<file path="src/rtl/bintobcd_seq.sv">
// ---------------------------------------------------------------------------
// bintobcd_seq
//
// Sequential signed-binary to 7-segment display-code converter. A signed
// two's-complement value is split into sign and magnitude. The magnitude is
// then turned into BCD by shift-add-3 (double dabble), one shift per clock.
// The finished digits are formatted with leading-zero blanking, a minus sign
// and an overflow 'E' pattern. The formatted codes are held between
// conversions.
//
// Display codes: 0-9 digit, 4'b1011 minus, 4'b1111 blank, 4'b1110 'E'.
//
// Ports
//   clk    in   1     system clock, rising edge
//   rst_n  in   1     asynchronous active-low reset
//   start  in   1     conversion request, only looked at while idle
//   binin  in   BITS  signed input, captured on the accepted start
//   busy   out  1     conversion in progress
//   done   out  1     one-cycle pulse, outputs valid from the same edge
//   ovf    out  1     last converted magnitude exceeded MAXMAG
//   BCD0   out  4     ones digit
//   BCD1   out  4     tens digit or blank
//   BCD2   out  4     hundreds digit or blank
//   BCD3   out  4     sign (minus or blank)
// ---------------------------------------------------------------------------
module bintobcd_seq #(
    parameter int BITS   = 11,
    parameter int MAXMAG = 999
) (
    input  logic            clk,
    input  logic            rst_n,
    input  logic            start,
    input  logic [BITS-1:0] binin,
    output logic            busy,
    output logic            done,
    output logic            ovf,
    output logic [3:0]      BCD0,
    output logic [3:0]      BCD1,
    output logic [3:0]      BCD2,
    output logic [3:0]      BCD3
);

    // Four BCD nibbles hold the largest magnitude, 2**(BITS-1) (1024 for 11 bits).
    localparam int NDIG = 4;
    localparam int BCDW = 4 * NDIG;
    localparam int CNTW = $clog2(BITS + 1);

    localparam logic [CNTW-1:0] CNT_LAST = CNTW'(BITS - 1);
    localparam logic [BITS:0]   MAXMAG_L = (BITS + 1)'(MAXMAG);

    localparam logic [3:0] CODE_MINUS = 4'b1011;
    localparam logic [3:0] CODE_BLANK = 4'b1111;
    localparam logic [3:0] CODE_ERR   = 4'b1110;

    typedef enum logic {
        S_IDLE = 1'b0,
        S_CONV = 1'b1
    } state_t;

    state_t          state_q, state_d;
    logic [CNTW-1:0] cnt_q, cnt_d;
    logic            sign_q, sign_d;
    logic [BITS-1:0] magin_q, magin_d;   // captured magnitude, kept for the range test
    logic [BITS-1:0] mag_q, mag_d;       // magnitude being shifted out into the BCD register
    logic [BCDW-1:0] bcd_q, bcd_d;
    logic            done_q, done_d;
    logic            ovf_q, ovf_d;
    logic            load_out;
    logic [3:0]      dig_q [NDIG];

    logic [BITS-1:0] abs_in;
    logic [BCDW-1:0] bcd_adj;
    logic [BCDW-1:0] bcd_shift;
    logic [BITS-1:0] mag_shift;
    logic            ovf_now;
    logic [3:0]      fmt [NDIG];
    logic [3:0]      ones, tens, hund;

    // Negating the most negative value yields the same bit pattern. Read as
    // unsigned, that pattern is exactly the wanted magnitude (1024 for 11 bits).
    assign abs_in = binin[BITS-1] ? (~binin + 1'b1) : binin;

    // Add-3 correction: any nibble >= 5 would overflow past 9 after doubling.
    generate
        for (genvar gi = 0; gi < NDIG; gi++) begin : g_add3
            assign bcd_adj[gi*4 +: 4] = (bcd_q[gi*4 +: 4] >= 4'd5)
                                      ? (bcd_q[gi*4 +: 4] + 4'd3)
                                      : bcd_q[gi*4 +: 4];
        end
    endgenerate

    // One step of the joint shift: the magnitude MSB enters the BCD LSB.
    assign {bcd_shift, mag_shift} = {bcd_adj, mag_q} << 1;

    assign ovf_now = ({1'b0, magin_q} > MAXMAG_L);

    // Display formatting of the BCD value produced by the final shift.
    assign ones = bcd_shift[3:0];
    assign tens = bcd_shift[7:4];
    assign hund = bcd_shift[11:8];

    always_comb begin
        for (int i = 0; i < NDIG; i++) begin
            fmt[i] = CODE_ERR;
        end
        if (!ovf_now) begin
            fmt[0] = ones;
            fmt[1] = (hund == 4'd0 && tens == 4'd0) ? CODE_BLANK : tens;
            fmt[2] = (hund == 4'd0) ? CODE_BLANK : hund;
            // A zero result never gets a minus sign.
            fmt[3] = (sign_q && magin_q != '0) ? CODE_MINUS : CODE_BLANK;
        end
    end

    // Next-state logic.
    always_comb begin
        state_d  = state_q;
        cnt_d    = cnt_q;
        sign_d   = sign_q;
        magin_d  = magin_q;
        mag_d    = mag_q;
        bcd_d    = bcd_q;
        done_d   = 1'b0;
        ovf_d    = ovf_q;
        load_out = 1'b0;
        case (state_q)
            S_IDLE: begin
                if (start) begin
                    sign_d  = binin[BITS-1];
                    magin_d = abs_in;
                    mag_d   = abs_in;
                    bcd_d   = '0;
                    cnt_d   = '0;
                    state_d = S_CONV;
                end
            end
            S_CONV: begin
                bcd_d = bcd_shift;
                mag_d = mag_shift;
                cnt_d = cnt_q + 1'b1;
                // The counter still shows BITS-1 on the edge that makes the last shift.
                if (cnt_q == CNT_LAST) begin
                    state_d  = S_IDLE;
                    done_d   = 1'b1;
                    ovf_d    = ovf_now;
                    load_out = 1'b1;
                end
            end
            default: begin
                state_d = S_IDLE;
            end
        endcase
    end

    always_ff @(posedge clk or negedge rst_n) begin
        if (!rst_n) begin
            state_q <= S_IDLE;
            cnt_q   <= '0;
            sign_q  <= 1'b0;
            magin_q <= '0;
            mag_q   <= '0;
            bcd_q   <= '0;
            done_q  <= 1'b0;
            ovf_q   <= 1'b0;
            // Reset display reads "0": ones digit zero, everything else blank.
            dig_q[0] <= 4'd0;
            for (int i = 1; i < NDIG; i++) begin
                dig_q[i] <= CODE_BLANK;
            end
        end else begin
            state_q <= state_d;
            cnt_q   <= cnt_d;
            sign_q  <= sign_d;
            magin_q <= magin_d;
            mag_q   <= mag_d;
            bcd_q   <= bcd_d;
            done_q  <= done_d;
            ovf_q   <= ovf_d;
            if (load_out) begin
                for (int i = 0; i < NDIG; i++) begin
                    dig_q[i] <= fmt[i];
                end
            end
        end
    end

    assign busy = (state_q == S_CONV);
    assign done = done_q;
    assign ovf  = ovf_q;
    assign BCD0 = dig_q[0];
    assign BCD1 = dig_q[1];
    assign BCD2 = dig_q[2];
    assign BCD3 = dig_q[3];

endmodule

</file>
<file path="config.mk">
export PLATFORM = sky130hd
export DESIGN_NAME = bintobcd_seq
export DESIGN_NICKNAME = d
export VERILOG_FILES = /design/src/rtl/bintobcd_seq.sv
export SDC_FILE = /design/constraint.sdc
export NUM_CORES = 1
export LEC_CHECK = 0
export BUFFER_PORTS_ARGS = -buffer_cell sky130_fd_sc_hd__clkbuf_2
export CAP_MARGIN = 0
export CORE_MARGIN = 5
export CORE_UTILIZATION = 58
export CTS_CLUSTER_DIAMETER = 100
export DETAILED_ROUTE_END_ITERATION = 8
export PLACE_DENSITY_LB_ADDON = 0.05
export SYNTH_ARGS = -nofsm -noshare
export SYNTH_HDL_FRONTEND = slang
export SYNTH_SLANG_ARGS = --single-unit
</file>
<file path="constraint.sdc">
create_clock -name clk -period 2.2 [get_ports clk]
set_input_delay 0.44 -clock clk [delete_from_list [all_inputs] [get_ports clk]]
set_output_delay 0.44 -clock clk [all_outputs]
set_load 0.01 [all_outputs]
</file>
Word level (Yosys, flattened, before mapping)
Index checks and enable logic that the tools add are counted.

Add/subtract/negate cells: 6. $lt $le $gt $ge: 5. Equal/unequal tests: 2. Mux-type cells: 20. Bitwise operators: 2. Reduce and logical (&&, ||, !) cells: 7.

Operators with widths (count): $mux 16 (2); $pmux 16 s2 (1); $mux 4 (6); $mux 11 (2); $pmux 11 s2 (1); $ge 4x3->1 const B (4); $add 4x2->4 const B (3); $add 11x1->11 const B (1); $gt 11x10->1 const B (1); $not 11->11 (1); $reduce_bool 11->1 (1); $logic_not 4->1 (2); $pmux 4 s2 (1); $mux 3 (2); $add 4x1->4 const B (1); $eq 4x4->1 const B (1); $mux 1 (4); $reduce_and 2->1 (2); $add 3x2->3 const B (1); $logic_and 1x1->1 (2); $ne 2x2->1 const B (1); $pmux 1 s2 (1); $not 1->1 (1).

Register bits: 62. Input port bits: 14. Output and inout port bits: 19. Word-level logic and storage cells: 54.

Depth between registers and ports, before layout
Word-level depth: 6. Depth in mapped cells: 9. Depth with buffers taken out: 8.

Least setup slack after synthesis
OpenSTA, ideal clock, no wires.

Kind: register to register. From: register bcd_q[4]. To: register dig_q, in the netlist BCD1[1]. Setup time: 0.091 ns. Data arrival time: 1.638 ns. Data required time: 2.109 ns. Setup slack: 0.471 ns. Stages on the path, launching flop included: 7. Path buffers: 0. Period minus slack after synthesis: 1.729 ns. Cells stage by stage: dfrtp_1 ha_1 nand2b_1 a21oi_1 mux2i_1 nand4_1 o31ai_1.

Longest elaborated chain between the ends: 6. Elaborated cells between the ends (all ways): 8. Those cells by class: add/sub: 1; order compare: 1; mux: 3; reduce/logical: 3.

Ends and longest elaborated chain: start: declaration (RTL line 65) `logic [BCDW-1:0] bcd_q, bcd_d;`; start signal: assignment (RTL line 162) `bcd_q <= '0;`; start signal: assignment (RTL line 176) `bcd_q <= bcd_d;`; $add 4x2->4 or $ge 4x3->1 (tied branches) (RTL line 87, 86); $mux 4 (*) (RTL line 87) `? (bcd_q[gi*4 +: 4] + 4'd3)`; $logic_not 4->1 (RTL line 108) `fmt[1] = (hund == 4'd0 && tens == 4'd0) ? CODE_BLANK : tens;`; $logic_and 1x1->1 (RTL line 108); $mux 4 (*) (RTL line 108); $mux 16 (*) (RTL line 106) `if (!ovf_now) begin`; end signal: indexed assignment (RTL line 181) `dig_q[i] <= fmt[i];`; end: declaration (RTL line 69) `logic [3:0] dig_q [NDIG];`.

Mark *: on every way between the ends. The rest lies on a longest branch, timed or not. A chain may end at the register's enable or synchronous reset.

Worst setup path in the final report
From: register bcd_q[8]. To: register dig_q, in the netlist BCD1[2].

Longest elaborated chain between the ends: 6. Elaborated cells between the ends (all ways): 7. Those cells by class: add/sub: 1; order compare: 1; mux: 3; reduce/logical: 2.

Ends and longest elaborated chain (RTL line): $add 4x2->4 or $ge 4x3->1 (tied branches) (87, 86); $mux 4 (*) (87); $logic_not 4->1 (*) (108); $logic_and 1x1->1 (*) (108); $mux 4 (*) (108); $mux 16 (*) (106).

Marked as above.

==> results.toml <==
[timing]
slew_headroom_pct = 54.8
hold_ws_ns = 0.240
finClkSkew_ns = 0.00411
finalMaxSlewViolations = 0
fin_crit_sh_pct = 87.1
fin_setup_tns_ns = 0
setup_viol = 0
fmax_mhz = 522
tightestPinTransition_ns = 0.675
hold_viol_final = 0
min_period_ns = 1.92
rsz0062_at_grt = "false"

[finish]
final_area_um2 = 3120
antennaDiodeCount = 0
nNetsFinal = 342
final_cells = 374
drive_above_1_share_pct = 18.4
syn2layout_area_growth_pct = 11.3
fillCellCount = 391

[pwr]
power_mw = 4.48
power_density_nw_per_um2 = 1440
static-leakage-power_nw = 1.45
peakVddDrop_mv = 0.703

[worst_setup_path]
worstPathMaxFanout = 5
slowest_stage = "dfrtp_1"
crit_buf_inv = 1
slowest_delay_ns = 0.44
cp-start-kind = "flip-flop"
path_class = "flip-flop to flip-flop"
cp.arrival_ns = 2.15
setup.worst_path.end_class = "flip-flop"
path_delay_family = "compound AO/OA/AOI/OAI gates"
worstPathCellList = "inv_1 -> ha_1 -> nand2b_1 -> a21oi_2 -> mux2i_1 -> nand4_1 -> o31ai_1"
required_ns = 2.43

[place]
post-dp-hpwl_um = 4110
dp_cells = 366
gp_congestion = 0.825
dpl_cell_area_um2 = 3000
io_buffers = 30

[run_status]
status = "complete, no violations"

[min_path]
hp-class = "primary input to async pin"

[global_route]
grt_use_total_pct = 20.1
grt_overflow = 0
antenna_found_initial = 0
grt_pass1_wl_um = 9950
grt_max_degree = 57
grt_pass1_vias = 2080

[floorplan]
io_pins = 33
die_area_um2 = 6320
initial_core_util_pct = 59.7
die_y_um = 79.5
die_width_um = 79.5
coreArea_um2 = 4690
num_rows = 25

[clock_network]
htreeDepth = 2
clock_sinks = 56
post_cts_buffers = 0
cts_tree = "yes"
cts_buffers = 5
clkLatencyLatePin_ns = 0.31
clk_path_buf_depth = 2
cts.root.buffer_cell = "clkbuf_8"
clk_pin_slew_worst_paths_ns = 0.10

[yosys]
ys_ff_latch = 56
synth_edf_count = 0
yosysWarnings = 0
netlist_instances = 289
avgSynthCellArea_um2 = 9.69
synth_flop_cell = "dfrtp_1"
yosysSeqAreaShare_pct = 50.5
syn-cell-area_um2 = 2800
post_synth_num_cell_types = 44
synthArstFlopShare_pct = 100

[run]
max-cap-violations = 0

[route]
drc = 0
antenna_left = 0
dr.pass1.iters = 4
wl_um = 5740
viasPerCell = 5.78
wl_per_cell_um = 15.3
drt_iter0_markers = 144
routed-via-count = 2160
## worst reg2reg max path, delay by kind of cell, from the launching register on
| kind | cells | cell delay (ns) |
|---|---|---|
| compound gates | 2 | 0.52 |
| fa+ha+maj | 1 | 0.19 |
| buf+inv | 1 | 0.10 |
| flops | 1 | 0.44 |
| mux | 1 | 0.27 |
| simple gates | 2 | 0.31 |
## layer usage
layer / vias to the layer above / GRT usage (%) / share of wire [%]
met3: 8 / 3.27 / 3.5
met4: 0 / 7.73 / 1.7
met2: 33 / 31.6 / 47
li1: 1069 / - / -
met1: 1050 / 27.8 / 47
met5: - / 0 / 0
## logic make-up after synthesis
kind of cell / after synthesis / synth area share, %
compound gates: 80 / 18.3
xor+xnor: 13 / 4.07
fa+ha+maj: 9 / 4.02
buf+inv: 27 / 4.02
flops: 56 / 50.5
mux: 7 / 2.50
other cells: 1 / 0.134
simple gates: 96 / 16.5
## timing repair
item                                    in CTS  in global routing
endpoints found under the hold margin        0                  0
endpoints found under the setup margin       0                  2
resized for setup                            0                  1
hold buffers                                 0                  0
## report_power, final
part	switching, mW	internal, mW	total [mW]
Combinational	1.08	0.823	1.90
Sequential	0.341	1.56	1.90
Clock	0.342	0.337	0.679
## synthesized netlist by cell type, types with 2 or more instances
cell	instances	area, um2
a211oi_1	2	15.0
a21o_1	4	30.0
a21oi_1	17	85.1
a221o_1	2	20.0
a31oi_1	3	18.8
buf_1	2	7.51
buf_2	3	15.0
buf_4	2	15.0
clkbuf_1	7	26.3
dfrtp_1	46	1150
dfstp_2	10	263
ha_1	9	113
inv_1	13	48.8
mux2i_1	7	70.1
nand2_1	44	165
nand2b_1	5	31.3
nand3_1	3	15.0
nand4_1	2	12.5
nor2_1	17	63.8
nor2b_1	3	18.8
nor3_1	3	15.0
nor3b_1	9	67.6
nor4_1	4	25.0
o21ai_0	25	125
o22a_1	3	26.3
o22ai_1	7	43.8
o31ai_1	8	60.1
o32a_1	2	20.0
xnor2_1	10	87.6
xor2_1	3	26.3
## sequential cells by signal, summed over array words and instances, names as in the netlist, 2 cells and up
signal	flops
BCD2	4
BCD1	4
BCD3	2
mag_q	11
bcd_q	12
BCD0	4
magin_q	11
cnt_q	4
## cell type report
class	instances	area, um2	share of cell area (%)
inverters	13	48.8	1.57
flip-flops and latches	56	1410	45.3
multi-input cells	207	1280	41.1
clock inverters	3	42.5	1.36
repair buffers	36	195	6.26
well taps	54	67.6	2.17
clock buffers	5	68.8	2.21
## worst paths after layout
path                                            from                    to  slack, ns  depth (start not counted)
worst min register to register    sign_q$_DFFE_PN0P_   BCD3[2]$_DFFE_PN1P_       0.42                          1
worst min-delay path                           rst_n  bcd_q[4]$_DFFE_PN0P_       0.24                          2
min in group clk                            binin[0]  mag_q[0]$_DFFE_PN0P_       0.42                          3
worst max register to register  bcd_q[8]$_DFFE_PN0P_   BCD1[2]$_DFFE_PN1P_       0.28                          7
worst max-delay path            bcd_q[8]$_DFFE_PN0P_   BCD1[2]$_DFFE_PN1P_       0.28                          7
max in group asynchronous                      rst_n  mag_q[1]$_DFFE_PN0P_       1.52                          2
## layout by cell type, fill, tap and decap left out, types with 4 or more instances in the layout
cell and instances:
a21o_1 4, a21oi_1 16, buf_4 6, clkbuf_2 30
clkbuf_8 5, dfrtp_1 46, dfstp_2 10, ha_1 9
inv_1 13, mux2i_1 7, nand2_1 44, nand2b_1 5
nor2_1 17, nor3b_1 9, nor4_1 4, o21ai_0 25
o22ai_1 7, o31ai_1 8, xnor2_1 10
## stage by stage
stage / util [%] / setup slack [ns]
2_1_floorplan: - / 0.471
3_3_place_gp: 64.0 / 0.258
3_5_place_dp: 64.0 / 0.225
4_1_cts: 66.4 / 0.212
5_1_grt: 66.5 / 0.0473
6_report: 66.5 / 0.284
(Power assumes the default switching activity.)
